--- src/rtl/neuro_brain_ctrl.sv ---
// neuro_brain_ctrl: byte-fed configuration loader, membrane clear and decay-bus sequencer for the neuron array.
// Optional readback of the chain tail is compiled in with NEUROCHIP_READBACK_EN.
module neuro_brain_ctrl #(
    parameter int CHAIN_LEN    = 425,
    parameter int RESET_CYCLES = 4
) (
    input  logic       clk,
    input  logic       nn_reset,
    input  logic [7:0] byte_in,
    input  logic       byte_valid,
    output logic       byte_ready,
    input  logic       run_en,
    input  logic       chain_in,
    output logic       conf_en,
    output logic       bs_out,
    output logic       neuron_reset,
    output logic [7:0] dbus,
    output logic       busy,
    output logic       loaded,
    output logic       err,
    output logic [7:0] readback
);
    localparam logic [8:0] LAST_BIT = 9'(CHAIN_LEN);
    localparam logic [8:0] N_BYTES  = 9'((CHAIN_LEN + 7) / 8);
    localparam logic [7:0] CLR_LAST = 8'(RESET_CYCLES - 1);

    typedef enum logic [2:0] {IDLE, LOAD, CLEAR, READY, RUN} state_t;

    state_t     state_q, state_d;
    logic [7:0] sh_q, sh_d, hold_q, hold_d, dcnt_q, dcnt_d, clr_cnt_q, clr_cnt_d, dbus_q, pulse, src;
    logic [3:0] rem_q, rem_d;
    logic [8:0] bit_cnt_q, bit_cnt_d, byte_cnt_q, byte_cnt_d;
    logic       hold_full_q, hold_full_d, err_q, err_d, bs_out_q, bs_out_d;
    logic       conf_en_q, conf_en_d, neuron_reset_q, neuron_reset_d, byte_ready_q, byte_ready_d;
    logic       busy_q, busy_d, loaded_q, loaded_d, acc, start;

    assign acc   = byte_valid & byte_ready_q;
    assign start = acc && (state_q inside {IDLE, READY, RUN});
    assign src   = hold_full_q ? hold_q : byte_in;

    always_comb begin
        state_d     = state_q;
        sh_d        = sh_q;
        rem_d       = rem_q;
        hold_d      = hold_q;
        hold_full_d = hold_full_q;
        bit_cnt_d   = bit_cnt_q;
        byte_cnt_d  = byte_cnt_q;
        clr_cnt_d   = clr_cnt_q;
        err_d       = err_q;
        bs_out_d    = bs_out_q;
        unique case (state_q)
            LOAD: begin
                if (bit_cnt_q == LAST_BIT) begin
                    state_d   = CLEAR;
                    clr_cnt_d = 8'd0;
                end else if (rem_q != 4'd0) begin
                    {bs_out_d, sh_d} = {sh_q, 1'b0};
                    rem_d            = rem_q - 4'd1;
                    bit_cnt_d        = bit_cnt_q + 9'd1;
                    if (acc) begin
                        hold_d      = byte_in;
                        hold_full_d = 1'b1;
                        byte_cnt_d  = byte_cnt_q + 9'd1;
                    end
                end else if (hold_full_q | acc) begin
                    // shifter drained: refill without a bubble, straight from byte_in if it arrives now
                    {bs_out_d, sh_d} = {src, 1'b0};
                    rem_d            = 4'd7;
                    bit_cnt_d        = bit_cnt_q + 9'd1;
                    hold_full_d      = 1'b0;
                    byte_cnt_d       = byte_cnt_q + {8'd0, acc};
                end else begin
                    state_d = IDLE;
                    err_d   = 1'b1;
                end
            end
            CLEAR:   if (clr_cnt_q == CLR_LAST) state_d = READY; else clr_cnt_d = clr_cnt_q + 8'd1;
            READY:   if (run_en) state_d = RUN;
            RUN:     if (!run_en) state_d = READY;
            default: ;
        endcase
        if (start) begin
            state_d          = LOAD;
            {bs_out_d, sh_d} = {byte_in, 1'b0};
            rem_d            = 4'd7;
            bit_cnt_d        = 9'd1;
            byte_cnt_d       = 9'd1;
            hold_full_d      = 1'b0;
            err_d            = 1'b0;
        end
        dcnt_d         = (state_q == RUN && state_d == RUN) ? dcnt_q + 8'd1 : 8'd0;
        conf_en_d      = state_d == LOAD;
        busy_d         = state_d inside {LOAD, CLEAR};
        loaded_d       = state_d inside {READY, RUN};
        neuron_reset_d = state_d != RUN;
        byte_ready_d   = (state_d inside {IDLE, READY, RUN}) ||
                         (state_d == LOAD && !hold_full_d && byte_cnt_d < N_BYTES);
    end

    for (genvar k = 0; k < 8; k++) begin : g_pulse
        assign pulse[k] = &dcnt_d[k:0];
    end

    always_ff @(posedge clk or posedge nn_reset) begin
        if (nn_reset) begin
            state_q        <= IDLE;
            sh_q           <= 8'd0;
            rem_q          <= 4'd0;
            hold_q         <= 8'd0;
            hold_full_q    <= 1'b0;
            bit_cnt_q      <= 9'd0;
            byte_cnt_q     <= 9'd0;
            clr_cnt_q      <= 8'd0;
            dcnt_q         <= 8'd0;
            err_q          <= 1'b0;
            bs_out_q       <= 1'b0;
            conf_en_q      <= 1'b0;
            neuron_reset_q <= 1'b1;
            dbus_q         <= 8'd0;
            byte_ready_q   <= 1'b0;
            busy_q         <= 1'b0;
            loaded_q       <= 1'b0;
        end else begin
            state_q        <= state_d;
            sh_q           <= sh_d;
            rem_q          <= rem_d;
            hold_q         <= hold_d;
            hold_full_q    <= hold_full_d;
            bit_cnt_q      <= bit_cnt_d;
            byte_cnt_q     <= byte_cnt_d;
            clr_cnt_q      <= clr_cnt_d;
            dcnt_q         <= dcnt_d;
            err_q          <= err_d;
            bs_out_q       <= bs_out_d;
            conf_en_q      <= conf_en_d;
            neuron_reset_q <= neuron_reset_d;
            dbus_q         <= (state_d == RUN) ? pulse : 8'd0;
            byte_ready_q   <= byte_ready_d;
            busy_q         <= busy_d;
            loaded_q       <= loaded_d;
        end
    end

`ifdef NEUROCHIP_READBACK_EN
    logic [7:0] readback_q;
    always_ff @(posedge clk or posedge nn_reset) begin
        if (nn_reset) readback_q <= 8'd0;
        else if (start) readback_q <= 8'd0;
        else if (conf_en_q) readback_q <= {readback_q[6:0], chain_in};
    end
    assign readback = readback_q;
`else
    logic unused_chain_in;
    assign unused_chain_in = chain_in;
    assign readback        = 8'h00;
`endif

    assign byte_ready   = byte_ready_q;
    assign conf_en      = conf_en_q;
    assign bs_out       = bs_out_q;
    assign neuron_reset = neuron_reset_q;
    assign dbus         = dbus_q;
    assign busy         = busy_q;
    assign loaded       = loaded_q;
    assign err          = err_q;
endmodule

--- config.mk ---
export PLATFORM = sky130hd
export DESIGN_NAME = neuro_brain_ctrl
export DESIGN_NICKNAME = d
export VERILOG_FILES = /design/src/rtl/neuro_brain_ctrl.sv
export SDC_FILE = /design/constraint.sdc
export NUM_CORES = 1
export LEC_CHECK = 0
export CORE_MARGIN = 1.5
export CORE_UTILIZATION = 40
export DETAILED_ROUTE_END_ITERATION = 8
export GPL_TIMING_DRIVEN = 1
export SYNTH_ARGS = -nofsm -noshare
export SYNTH_HDL_FRONTEND = slang
export SYNTH_SLANG_ARGS = --single-unit
--- constraint.sdc ---
create_clock -name clk -period 5.1 [get_ports clk]
set_input_delay 1.02 -clock clk [delete_from_list [all_inputs] [get_ports clk]]
set_output_delay 1.02 -clock clk [all_outputs]
set_load 0.02 [all_outputs]
After elaboration in Yosys (flattened, before gate mapping)
Index checks and enable logic that the tools add are counted.
Widths: inputs -> output; s select.
Cells by class
  add/sub/neg operators: 6
  $lt $le $gt $ge: 1
  equal/unequal tests: 16
  multiplexer cells: 51
  bitwise operators: 3
  reductions and logical operators: 27
Operators with widths (number)
  $mux 9: 11
  $mux 8: 10
  $mux 3: 7
  $mux 4: 5
  $add 9x1->9 const B: 2
  $add 8x1->8 const B: 2
  $mux 1: 16
  $pmux 8 s2: 1
  $eq 3x2->1 const B: 4
  $pmux 3 s4: 1
  $reduce_and 4->1: 3
  $ne 2x2->1 const B: 5
  $add 9x1->9: 1
  $eq 9x9->1 const B: 1
  $lt 9x6->1 const B: 1
  $reduce_and 3->1: 3
  $reduce_bool 3->1: 3
  $eq 8x2->1 const B: 1
  $reduce_and 8->1: 1
  $reduce_bool 2->1: 4
  $reduce_and 7->1: 1
  $eq 3x1->1 const B: 2
  $eq 3x3->1 const B: 2
  $logic_not 3->1: 2
  other kinds (12): 15
Storage, ports and cells
  register bits after elaboration: 73
  input bits: 13
  output and inout bits: 23
  logic and storage cells: 121

Depth between registers and ports, before layout
Gate-level depths: netlist of the first run.
  depth in word-level cells: 12
  gate-level depth with buffers: 10
  gate-level depth less buffers: 9

Worst setup path before layout of the first run
Ideal clock, no wire load.
  kind: input -> register
  from: input port run_en
  to: register clr_cnt_q[3]
  library setup time: 0.077 ns
  arrival time: 2.464 ns
  data required time: 5.023 ns
  slack: 2.558 ns
  cell stages on the path: 8
  path buffers: 1
  cells stage by stage: a21boi_1 > nor2_1 > o21ai_1 > o221a_4 > inv_2 > buf_6 > or4_1 > a21oi_1
RTL lines
  start: declaration: line 12  | input logic run_en,
  end signal: assignment: line 132  | clr_cnt_q <= clr_cnt_d;
  end: declaration: line 30  | logic [7:0] sh_q, sh_d, hold_q, hold_d, dcnt_q, dcnt_d, clr_cnt_q, clr_cnt_d, dbus_q, pulse, src;

==> summary.md, run 1 <==
| Metric | Value |
|---|---|
| Tmin final | a little over 3 ns |
| Initial drt markers | slightly below 90 |
| Setup WS post-layout | 2.06 ns |
| Synth Area in Simple Gates | 20.2% |
| Hold Path Class | flip-flop to flip-flop |
| Largest area contributor in the netlist | dfrtp_1 |
| Met3 Resource Use GR | about 3.5% |
| Placed Cells | 497 |
| Top cells by instance count after synthesis | dfrtp_1 (71), nor2_1 (39), nand2_1 (25), a21oi_1 (20), nand3_1 (18) |
| Post-CTS setup buffer count | 0 |
| HP Start | sh_q[5]$_DFFE_PP0P_ |
| # DRC | 0 |
| Clk_lat worst skew | 0.34 ns |
| Setup violators final | 0 |
| Cell row count | 34 |
| Starting Density | a little over two fifths |
| CP endpoint kind | flip-flop |
| Initial antenna violation count | 0 |
| Synth Warn # | 0 |
| Via density | 5.40 |
| Total Wirelength | between 7000 and 8000 um |
| Clk buf depth | 2 |
| Synth Area in XOR/XNOR | between 4 and 5% |
| Leakage | between 0.0015 and 0.002 uW |
| First-pass GRT wire length | ~13000 um |
| Max_cap viols | 0 |
| Most frequently used flop master after synthesis | dfrtp_1 |
| CP Cell Sequence | inv_1, ha_1, nor3b_2, a21oi_1, a21oi_2, o221a_4, inv_2, or4_1, a21oi_1 |
| VDD IR-drop max | approximately 200 uV |
| Post-Syn Area | 3670 um2 |
| Port Buffers | 26 |
| Critical path data arrival time | approximately 3.3 ns |
| Synth Area in Compound Gates | between 15 and 20% |
| Worst r2r src | rem_q[0]$_DFFE_PP0P_ |
| Yosys top cell area share | between 40% and 50% |
| 1st-pass router iterations | 6 |
| Syn Area/Cell | 9.83 um2 |
| Vias in the first global route | 2720 |
| Adder-Cell Fraction of Synth Area | about 2.7% |
| TritonCTS clock tree | done |
| R2R setup slack | between 2 and 2.5 ns |
| Synth unique cells | 57 |
| Worst Setup SP | rem_q[0]$_DFFE_PP0P_ |
| WL/cell | about 14 um |
| Layout cell share with drive strength beyond 1 | between 8 and 9% |
| Largest net degree at the start of global routing | 45 |
| Fillers | approximately 820 |
| Status | completed |
| Antenna Nets Post-Route | 0 |
| Final hold violations | 0 |
| Core Region | just under 9000 um2 |
| Placed cell area | 3990 um2 |
| RSZ-0062 raised after global routing | false |
| Dpl ws | roughly 1.8 ns |
| Hold Buf Count CTS | 0 |
| GPL Wtd Cong | about 0.75 |
| # diodes | 0 |
| # IOs | 36 |
| Fin area | 4210 um2 |
| CP required | between 5 and 6 ns |
| FF+latch count, synth | 72 |
| Gr usage total | 16.6% |
| H-tree Lvls | 3 |
| Pwr Density | 459 nW/um2 |
| Worst path max stage delay | 0.84 ns |
| Met1 Usage GRT | a little under a quarter |
| Area delta synth->final | 14.7% |
| Dpl hpwl | 4960 um |
| Post-synth EDFFs | 0 |
| Synth area leaders | dfrtp_1 (48%), nor2_1 (4.0%), a21oi_1 (2.7%) |
| Global route overflow | 0 |
| Post-synthesis mux area share | 3.28% |
| Multi-input gate area | roughly 1700 um2 |
| Root buffer cell | clkbuf_8 |
| Final Max Slew Viols | 0 |
| Cell with the most instances after synthesis | dfrtp_1 |
| Crit start category | flip-flop |
| Die X | 98.8 um |
| CP max FO | 14 |
| Post-layout util | a little under half |
| R2R cell count | 9 |
| Setup CP Type | flip-flop to flip-flop |
| Post-synth ARST share | 100% |
| Worst Hold End | sh_q[5]$_DFFE_PP0P_ |
| Clock input transition at the sequential cells of the worst setup and hold paths | approximately 0.08 ns |
| Die area | between 9000 and 10000 um2 |
| Die Ht | around 99 um |
| Via count | approximately 2800 |
| Fin nets | between 400 and 500 |
| TritonCTS buffer count | 9 |
| Maximum clock rate | between 0.3 and 0.4 GHz |
| Post_cts resized | 0 |
| Post-synthesis cell count | 373 |
| Met2 Use GR | between 20% and 30% |
| Slowest CP cell | nor3b_2 |
| RR Endpoint | clr_cnt_q[6]$_DFFE_PP0P_ |
| Worst hold stages | 2 |
| Sequential area share after synthesis | between 40% and 50% |
| CP dominant cell by count | a21oi_1 |
| Slew margin rel. | around 31% |
| Fin cells | 513 |
| Sequential Area | 1800 um2 |
| Total negative slack | 0 ns |
| Worst-margin pin slew | 1.03 ns |
| Largest family of logic cells by synthesized area | simple AND/OR/NAND/NOR gates |
| GRT busiest layer | met2 |
| Period utilisation layout | between 50% and 60% |
| Final clock skew | 0.0135 ns |
| CTS sink count | ~70 |
-- layer usage --
| metal | wire [um] | vias up | part of all wire (%) |
|---|---|---|---|
| met5 | 0 | - | 0 |
| met4 | 120 | 0 | 1.6 |
| met3 | 220 | 11 | 3.0 |
| met2 | 3190 | 44 | 44 |
| met1 | 3750 | 1337 | 52 |
| li1 | - | 1376 | - |
-- cell usage in the layout, fill, tap and decap left out, types with 6 or more instances in the layout --
| master | n |
|---|---|
| o22a_1 | 7 |
| xor2_1 | 7 |
| inv_1 | 14 |
| conb_1 | 8 |
| a21oi_1 | 20 |
| o21ai_0 | 17 |
| dfrtp_1 | 71 |
| xnor2_1 | 11 |
| nor4_1 | 7 |
| o21ai_1 | 11 |
| o21a_1 | 6 |
| nand2_1 | 25 |
| nand3_1 | 18 |
| o22ai_1 | 9 |
| nor2_1 | 39 |
| clkdlybuf4s50_1 | 26 |
| clkbuf_8 | 10 |
| nand4_1 | 7 |
| mux2_2 | 8 |
| nor3_1 | 6 |
| ha_1 | 8 |
-- area by class of cell --
class / instances / area share [%]
timing repair buffer: 30 / 6.90
clock inverter: 3 / 1.55
multi-input combinational: 271 / 40.5
inverter: 16 / 1.43
sequential: 72 / 42.9
tap: 108 / 3.21
clock buffer: 13 / 3.54
-- cells by family (layout without fill, tap and decap cells) --
family | count (synthesis) | after routing
buf+inv | 37 | 62
xor+xnor | 18 | 18
compound gates | 87 | 87
fa+ha+maj | 8 | 8
mux | 11 | 11
simple gates | 139 | 139
other cells | 1 | 8
flops | 72 | 72
-- through the flow --
stage,hold WS (ns),total power [uW]
floorplan,0.456,1290
global placement,0.472,1430
detailed placement,0.476,1450
CTS,0.493,1950
global route,0.527,2070
finish,0.490,1930
-- worst max-delay path: cells and delay by family (launching register included) --
family / cells / cell delay [ns]
AOI/OAI and AO/OA: 4 / 0.83
adders and majority gates: 1 / 0.18
buffers and inverters: 2 / 0.22
DFF: 1 / 0.38
and+or+nand+nor: 2 / 1.35
-- state kept, by name (all words and copies together), names as in the netlist --
register      count
busy              1
dbus              8
bit_cnt_q         9
err               1
rem_q             4
sh_q              7
bs_out            1
loaded            1
clr_cnt_q         8
conf_en           1
hold_full_q       1
dcnt_q            8
byte_ready        1
state_q           3
byte_cnt_q        9
neuron_reset      1
hold_q            8
-- power breakdown --
part	switching, uW	total [uW]	internal (uW)
logic	333	606	274
clock network	209	498	289
registers	119	824	705
total	661	1930	1270
-- how the worst max path moves through the flow --
stage / cells past startpoint / to
after floorplan: 1 / bit_cnt_q[0]$_DFFE_PP0P_
after global placement: 8 / bit_cnt_q[6]$_DFFE_PP0P_
after detailed placement: 8 / bit_cnt_q[5]$_DFFE_PP0P_
after CTS: 9 / clr_cnt_q[6]$_DFFE_PP0P_
after global routing: 9 / clr_cnt_q[7]$_DFFE_PP0P_
final: 9 / clr_cnt_q[6]$_DFFE_PP0P_
Power figures use the tool's default switching activity.
==> inputs of run 2 (changes only) <==
==> constraint.sdc (replaced) <==
create_clock -name clk -period 2.58 [get_ports clk]
set_input_delay 0.516 -clock clk [delete_from_list [all_inputs] [get_ports clk]]
set_output_delay 0.516 -clock clk [all_outputs]
set_load 0.02 [all_outputs]
==> run 2 against run 1 <==
Effect of this change:
- sequential power rose by 98%
- register-to-register slack got worse by 1.9 ns
- power rose by 100%
- die area did not move
- utilization rose by 2.7 points
- first-iteration DRC count rose by 51%
- critical path type unchanged
- critical endpoint is now bit_cnt_q[4]$_DFFE_PP0P_
==> summary.md, run 2 (synthesis gave the netlist of run 1 again) <==
| Metric | Value |
|---|---|
| Setup violators final | 0 |
| TritonCTS clock tree | done |
| Clk_lat worst skew | 0.35 ns |
| Largest net degree at the start of global routing | 63 |
| Worst path buffer plus inverter count | 2 |
| Placed Cells | between 500 and 600 |
| Slew margin rel. | between 60% and 70% |
| Max_cap viols | 0 |
| Antenna Nets Post-Route | 0 |
| First-pass GRT wire length | 13500 um |
| Total Wirelength | about 7500 um |
| Setup WS post-layout | approximately 0.15 ns |
| Initial antenna violation count | 0 |
| Global route overflow | 0 |
| Area delta synth->final | 21.2% |
| Period utilisation layout | between 90% and 100% |
| CP Cell Sequence | inv_1, ha_1, or3b_4, nor3_4, o21a_1, inv_1, nand4_1, xor2_1, nor2_1 |
| Cell row count | 34 |
| CTS sink count | just over 70 |
| Critical path data arrival time | around 2.7 ns |
| Final Max Slew Viols | 0 |
| H-tree Lvls | 3 |
| Slowest CP cell | or3b_4 |
| VDD IR-drop max | 362 uV |
| Tmin final | 2.43 ns |
| Worst path max stage delay | 0.46 ns |
| Core Region | approximately 8800 um2 |
| Hold Buf Count CTS | 0 |
| # IOs | 36 |
| Fillers | around 840 |
| Root buffer cell | clkbuf_8 |
| Commonest non-fill, non-tap cell in the layout | dfrtp_1 |
| CP dominant cell by count | inv_1 |
| RSZ-0062 raised after global routing | false |
| Leakage | roughly 0.0019 uW |
| Die X | ~99 um |
| Dpl ws | -0.159 ns |
| Initial drt markers | around 130 |
| Clock input transition at the sequential cells of the worst setup and hold paths | approximately 0.08 ns |
| Die area | around 9800 um2 |
| Starting Density | about two fifths |
| CP required | 2.83 ns |
| Die Ht | between 90 and 100 um |
| Crit start category | flip-flop |
| Via count | around 2900 |
| # DRC | 0 |
| Hold Path Class | input port to async pin |
| WL/cell | ~14 um |
| Fin nets | 447 |
| Vias in the first global route | between 2000 and 3000 |
| TritonCTS buffer count | 9 |
| Maximum clock rate | 0.411 GHz |
| # diodes | 0 |
| CP max FO | 7 |
| Status | completed |
| 1st-pass router iterations | 6 |
| Port Buffers | 26 |
| Setup CP Type | flip-flop to flip-flop |
| CP top delay family | simple AND/OR/NAND/NOR gates |
| Dpl hpwl | approximately 5200 um |
| Gr usage total | between 10% and 20% |
| Worst-margin pin slew | 0.522 ns |
| GPL Wtd Cong | just under 0.8 |
| Via density | 5.30 |
| Clk buf depth | 2 |
| Final hold violations | 0 |
| Layout cell share with drive strength beyond 1 | 16.7% |
| CP endpoint kind | flip-flop |
| Pwr Density | between 800 and 900 nW/um2 |
| Most frequent cells in the layout | dfrtp_1 (70), nor2_1 (39), buf_4 (29) |
| Top Registers | bit_cnt_q: 9 flops, byte_cnt_q: 9 flops |
| Final clock skew | between 0.01 and 0.015 ns |
| Fin cells | 539 |
-- run 2: cell count changes in the layout (fill, tap and decap cells not counted), moves of 2 or more --
cell	delta
nor4_2	+3
clkbuf_1	-2
nor4_1	-3
buf_4	+25
clkinv_4	+2
-- run 2: area by class of cell --
cell class                      count  area (um2)  area share, %
Clock buffer                       10         128           2.87
Clock inverter                      6        68.8           1.55
Inverter                           16        60.1           1.35
Multi-Input combinational cell    271        1750           39.4
Sequential cell                    72        1800           40.6
Tap cell                          108         135           3.04
Timing Repair Buffer               56         498           11.2
-- run 2: path summary, 6_finish.rpt --
kind / start / endpoint / slack, ns / cells after the start
setup reg to reg: rem_q[0]$_DFFE_PP0P_ / bit_cnt_q[4]$_DFFE_PP0P_ / 0.15 / 9
setup / recovery: rem_q[0]$_DFFE_PP0P_ / bit_cnt_q[4]$_DFFE_PP0P_ / 0.15 / 9
hold reg to reg: bs_out$_DFFE_PP0P_ / bs_out$_DFFE_PP0P_ / 0.50 / 2
min in group clk: bs_out$_DFFE_PP0P_ / bs_out$_DFFE_PP0P_ / 0.50 / 2
hold / removal: nn_reset / dbus[5]$_DFF_PP0_ / 0.40 / 2
max in group asynchronous: nn_reset / neuron_reset$_DFF_PP1_ / 1.55 / 3
-- run 2: power breakdown --
| part | total, uW | switching (uW) | internal [uW] |
|---|---|---|---|
| registers | 1630 | 242 | 1390 |
| logic | 1350 | 701 | 649 |
| clock network | 899 | 447 | 452 |
| total | 3880 | 1390 | 2490 |
-- run 2: metal layers --
metal,vias up,global-route usage [%],wire length (um)
li1,1428,-,-
met4,0,5.93,115
met1,1374,23.5,3790
met5,-,0,0
met2,48,27.1,3360
met3,9,3.97,217
-- run 2: metrics by stage --
| step | cell area, um2 | util, % | power, uW | hold WS (ns) | setup TNS, ns |
|---|---|---|---|---|---|
| 2_1_floorplan | 3690 | - | 2540 | 0.456 | 0 |
| 3_3_place_gp | 4200 | 47.7 | 2940 | 0.471 | -0.679 |
| 3_5_place_dp | 4200 | 47.7 | 2990 | 0.480 | -0.730 |
| 4_1_cts | 4400 | 49.9 | 3890 | 0.396 | 0 |
| 5_1_grt | 4450 | 50.5 | 4180 | 0.405 | 0 |
| 6_report | 4450 | 50.5 | 3880 | 0.398 | 0 |
-- run 2: what timing repair did --
item                                    CTS  global route
buffers inserted                          0             0
endpoints found under the setup margin    0             7
resized for setup                         0            10
==> inputs of run 3 (changes only) <==
--- a/config.mk
+++ b/config.mk
@@ -9,6 +9,7 @@
 export CORE_UTILIZATION = 40
 export DETAILED_ROUTE_END_ITERATION = 8
 export GPL_TIMING_DRIVEN = 1
+export PLACE_DENSITY = 0.56
 export SYNTH_ARGS = -nofsm -noshare
 export SYNTH_HDL_FRONTEND = slang
 export SYNTH_SLANG_ARGS = --single-unit
==> constraint.sdc (replaced) <==
create_clock -name clk -period 2.4 [get_ports clk]
set_input_delay 0.48 -clock clk [delete_from_list [all_inputs] [get_ports clk]]
set_output_delay 0.48 -clock clk [all_outputs]
set_load 0.02 [all_outputs]
==> run 3 against run 2 <==
Effect of this change:
- final area increased by 3.4%
- critical path depth decreased by 1
- non-clock buffer count increased by 21
- highest routed layer unchanged
- register-to-register slack got worse by 0.03 ns
- largest power group unchanged
- worst setup slack got worse by 0.048 ns
==> summary.md, run 3 (synthesis gave the netlist of run 1 again) <==
| Metric | Value |
|---|---|
| Status | completed |
| Root buffer cell | clkbuf_8 |
| RSZ-0062 raised after global routing | true |
| Critical path data arrival time | between 2 and 3 ns |
| 1st-pass router iterations | 6 |
| CP Cell Sequence | clkdlybuf4s50_1, and2_2, nor3_4, buf_4, nor4_1, mux2i_1, a211oi_1, o41ai_1 |
| Largest net degree at the start of global routing | 73 |
| Fin nets | ~470 |
| Via count | slightly below 3000 |
| Die X | 98.8 um |
| Clk_lat worst skew | 0.34 ns |
| Global route overflow | 0 |
| Via density | approximately 5.3 |
| WL/cell | about 14 um |
| Setup violators final | 0 |
| TritonCTS buffer count | 9 |
| Tmin final | between 2 and 2.5 ns |
| Clock input transition at the sequential cells of the worst setup and hold paths | around 0.080 ns |
| Top Registers | bit_cnt_q: 9 flops, byte_cnt_q: 9 flops |
| Leakage | ~0.0020 uW |
| Gr usage total | about 17% |
| Clk buf depth | 2 |
| Slew margin rel. | 65.4% |
| CTS sink count | 72 |
| Max_cap viols | 0 |
| Initial drt markers | between 100 and 150 |
| Hold Buf Count CTS | 0 |
| Hold Path Class | flip-flop to flip-flop |
| Commonest non-fill, non-tap cell in the layout | dfrtp_1 |
| First-pass GRT wire length | 13400 um |
| CP max FO | 7 |
| TritonCTS clock tree | done |
| Pwr Density | around 940 nW/um2 |
| Dpl hpwl | 5390 um |
| Period utilisation layout | 96.0% |
| Maximum clock rate | 0.434 GHz |
| Worst path max stage delay | ~0.60 ns |
| Final Max Slew Viols | 0 |
| Crit start category | input port |
| Total Wirelength | slightly below 8000 um |
| Starting Density | a little over two fifths |
| Initial antenna violation count | 0 |
| GPL Wtd Cong | between 0.8 and 0.9 |
| CP required | 2.63 ns |
| Die Ht | between 90 and 100 um |
| CP endpoint kind | flip-flop |
| Final clock skew | 0.0111 ns |
| # diodes | 0 |
| Setup CP Type | input port to flip-flop |
| Vias in the first global route | 2885 |
| Worst-margin pin slew | about 0.52 ns |
| Total negative slack | 0 ns |
| Cell row count | 34 |
| Slowest CP cell | clkdlybuf4s50_1 |
| Final hold violations | 0 |
| # IOs | 36 |
| H-tree Lvls | 3 |
| Min Hold Slack | between 0.4 and 0.5 ns |
| Area delta synth->final | 25.3% |
| Die area | a little under 10000 um2 |
| Most frequent cells in the layout | dfrtp_1 (70), buf_4 (49), nor2_1 (39) |
| Layout cell share with drive strength beyond 1 | between 20% and 30% |
| Port Buffers | 26 |
| VDD IR-drop max | about 500 uV |
| Antenna Nets Post-Route | 0 |
| Core Region | ~8800 um2 |
| # DRC | 0 |
run 3: path summary, 6_finish.rpt:
path | startpoint | end | slack, ns | cells after the start
worst max register to register | rem_q[1]$_DFFE_PP0P_ | byte_ready$_DFF_PP0_ | 0.12 | 8
worst min register to register | sh_q[6]$_DFFE_PP0P_ | sh_q[6]$_DFFE_PP0P_ | 0.50 | 2
worst max-delay path | byte_valid | byte_ready$_DFF_PP0_ | 0.1 | 8
max in group asynchronous | nn_reset | neuron_reset$_DFF_PP1_ | 1.55 | 3
worst min-delay path | sh_q[6]$_DFFE_PP0P_ | sh_q[6]$_DFFE_PP0P_ | 0.50 | 2
min in group asynchronous | nn_reset | clr_cnt_q[7]$_DFFE_PP0P_ | 0.52 | 3
run 3: final cells by class:
type / instances / area, um2
Fill cell: 828 / 4210
Sequential cell: 72 / 1800
Multi-Input combinational cell: 271 / 1730
Timing Repair Buffer: 77 / 668
Tap cell: 108 / 135
Clock buffer: 10 / 128
Clock inverter: 6 / 68.8
Inverter: 16 / 60.1
run 3: power by group:
group	switching, uW	internal, uW
combinational	782	819
sequential	256	1500
clock	484	486
total	1520	2800
run 3: metal layers:
metal	global-route usage, %	up-vias	wire (um)
li1	-	1470	-
met1	23.0	1460	3850
met2	27.4	40	3700
met3	3.97	7	235
met4	6.26	0	89
met5	0	-	0
run 3: worst max-delay path: cells and delay by family:
kind	cells	cell delay, ns
AND/OR/NAND/NOR	3	0.67
AO/OA/AOI/OAI	2	0.33
multiplexers	1	0.28
buffers and inverters	2	0.77
run 3: stage by stage:
step | cells | instance area (um2) | total power, uW | setup slack, ns | utilization, %
after floorplan | 380 | 3690 | 2740 | 0.0967 | -
after global placement | 539 | 4330 | 3300 | -0.213 | 49.2
after detailed placement | 539 | 4330 | 3330 | -0.222 | 49.2
after CTS | 555 | 4530 | 4330 | 0.0261 | 51.5
after global routing | 560 | 4600 | 4640 | -0.0148 | 52.2
final | 560 | 4600 | 4330 | 0.0966 | 52.2
run 3: repair_timing:
item | in CTS | in global routing
endpoints found under the setup margin | 3 | 9
setup buffers | 0 | 5
gates resized for setup | 1 | 7
pin swaps | 0 | 4
==> RTL edit: new RTL, config.mk and constraints of run 2 <==
Add a define of `NEUROCHIP_READBACK_EN`.
--- a/src/rtl/neuro_brain_ctrl.sv
+++ b/src/rtl/neuro_brain_ctrl.sv
@@ -1,5 +1,7 @@
 // neuro_brain_ctrl: byte-fed configuration loader, membrane clear and decay-bus sequencer for the neuron array.
 // Optional readback of the chain tail is compiled in with NEUROCHIP_READBACK_EN.
+`define NEUROCHIP_READBACK_EN
+
 module neuro_brain_ctrl #(
     parameter int CHAIN_LEN    = 425,
     parameter int RESET_CYCLES = 4
Function: changed (Yosys sat finds a counterexample within 4 cycles, from zero or initial values and one cycle with nn_reset high).
==> RTL edit against run 2 <==
  * Sequential share of layout area is 1.0 points higher
  * Combinational power up 32%
  * Final area increased by 8.4%
  * Critical path depth rose by 1
  * Routed wire length increased by 7.8%
  * Critical endpoint is now byte_ready
  * Sequential cell count increased by 8
  * Largest power group unchanged
  * Worst setup slack lost 0.035 ns
  * Area after synthesis up 7.1%
  * Maximum frequency decreased by 1.4%
  * Power grew 20%
  * Clock skew grew 0.0019 ns
  * Highest routed layer unchanged
  * Count of clock-buffer cells in the layout down 1
==> RTL edit: results (changes against run 2) <==
* Power in sequential cells at 1940 uW (+19%)
* Largest net degree at the start of global routing at 33 (-48%)
* First drt pass iteration count at 4 (-2)
* Share of the yosys chip area belonging to registers at 51.0% (+1.9 points)
* DP Area at 4580 um2 (+9.1%)
* Crit-path slowest cell: dfrtp_1
* Post-synth cell types at 55 (-3.5%)
* Port-buffer cells at 35 (+35%)
* CP Max Fanout at 6 (-1)
* Post-synth top cells: 79 x dfrtp_1, 38 x nand2_1, 38 x nor2_1
* Worst slack, placed at -0.228 ns (-0.0696 ns)
* Number of global-route vias before repair at 2,933 (+3.5%)
* Worst relative slew slack at 60.7% (-4.3 points)
* Leak pwr at 0.00217 uW (+16%)
* CP top delay family: compound AO/OA/AOI/OAI gates
* Vias post-DR at 3,012 (+5.4%)
* R2R depth at 10 (+1)
* Global-route wire length before repair at 14,000 um (+3.5%)
* Layout cell share with drive strength beyond 1 at 15.0% (-1.7 points)
* DR WL/cell at 13.8 um (-0.33%)
* CP max stage delay at 0.42 ns (-0.04 ns)
* Critical Path AT at 2.71 ns (+0.03 ns)
* Dpl cells at 565 (+8.0%)
* Routed vias/inst at 5.17 (-2.6%)
* Max rail drop VDD at 0.000497 V (+37%)
* Status: completed
RTL edit: cell count changes in the layout (fill, tap and decap cells not counted), sizes merged, moves of 7 or more:
cell           change
clkdlybuf4s50      +9
conb               -8
dfrtp              +8
mux2i              +9
nand2             +14
nand3              -9
o21ai             +11
o22a               -7
o22ai              -9
xor2               +8
RTL edit: layout make-up:
class | instances | area, um2
fillers | 926 | 4550
flip-flops and latches | 80 | 2000
multi-input cells | 282 | 1820
repair buffers | 63 | 586
well taps | 129 | 161
clock buffers | 9 | 124
clock inverters | 7 | 77.6
inverters | 13 | 50.0
RTL edit: worst paths after layout:
kind	endpoint	slack [ns]
setup / recovery	byte_ready	0.11
hold / removal	sh_q[7]	0.47
setup reg to reg	byte_ready	0.11
hold reg to reg	sh_q[7]	0.47
max in group asynchronous	neuron_reset	1.44
min in group asynchronous	dbus[6]	0.53
RTL edit: cells by family (layout without fill, tap and decap cells):
logic type	count (synthesis)	after routing	share of synthesized area, %
buffers and inverters	29	92	3.28
DFF	80	80	51.0
xor gates and xnor gates	21	21	4.68
and+or+nand+nor	151	151	20.3
adders and majority gates	8	8	2.55
AOI/OAI and AO/OA	82	82	12.7
muxes	20	20	5.45
RTL edit: tightest hold or removal path: stages, from the launching register on:
cell	delay [ns]
dfrtp_1	0.35
nand2_1	0.05
nand2_1	0.05
RTL edit: routing by layer:
metal	vias to the layer above	global-route usage, %	routed length [um]
met4	0	4.53	69
li1	1506	-	-
met5	-	0	0
met2	31	26.6	3750
met3	4	3.56	186
met1	1471	24.0	4060
RTL edit: what timing repair did:
item / in CTS / in global routing
setup endpoints to repair: 0 / 1
endpoints found under the hold margin: 0 / 0
gates resized for setup: 0 / 4
buffers inserted: 0 / 2
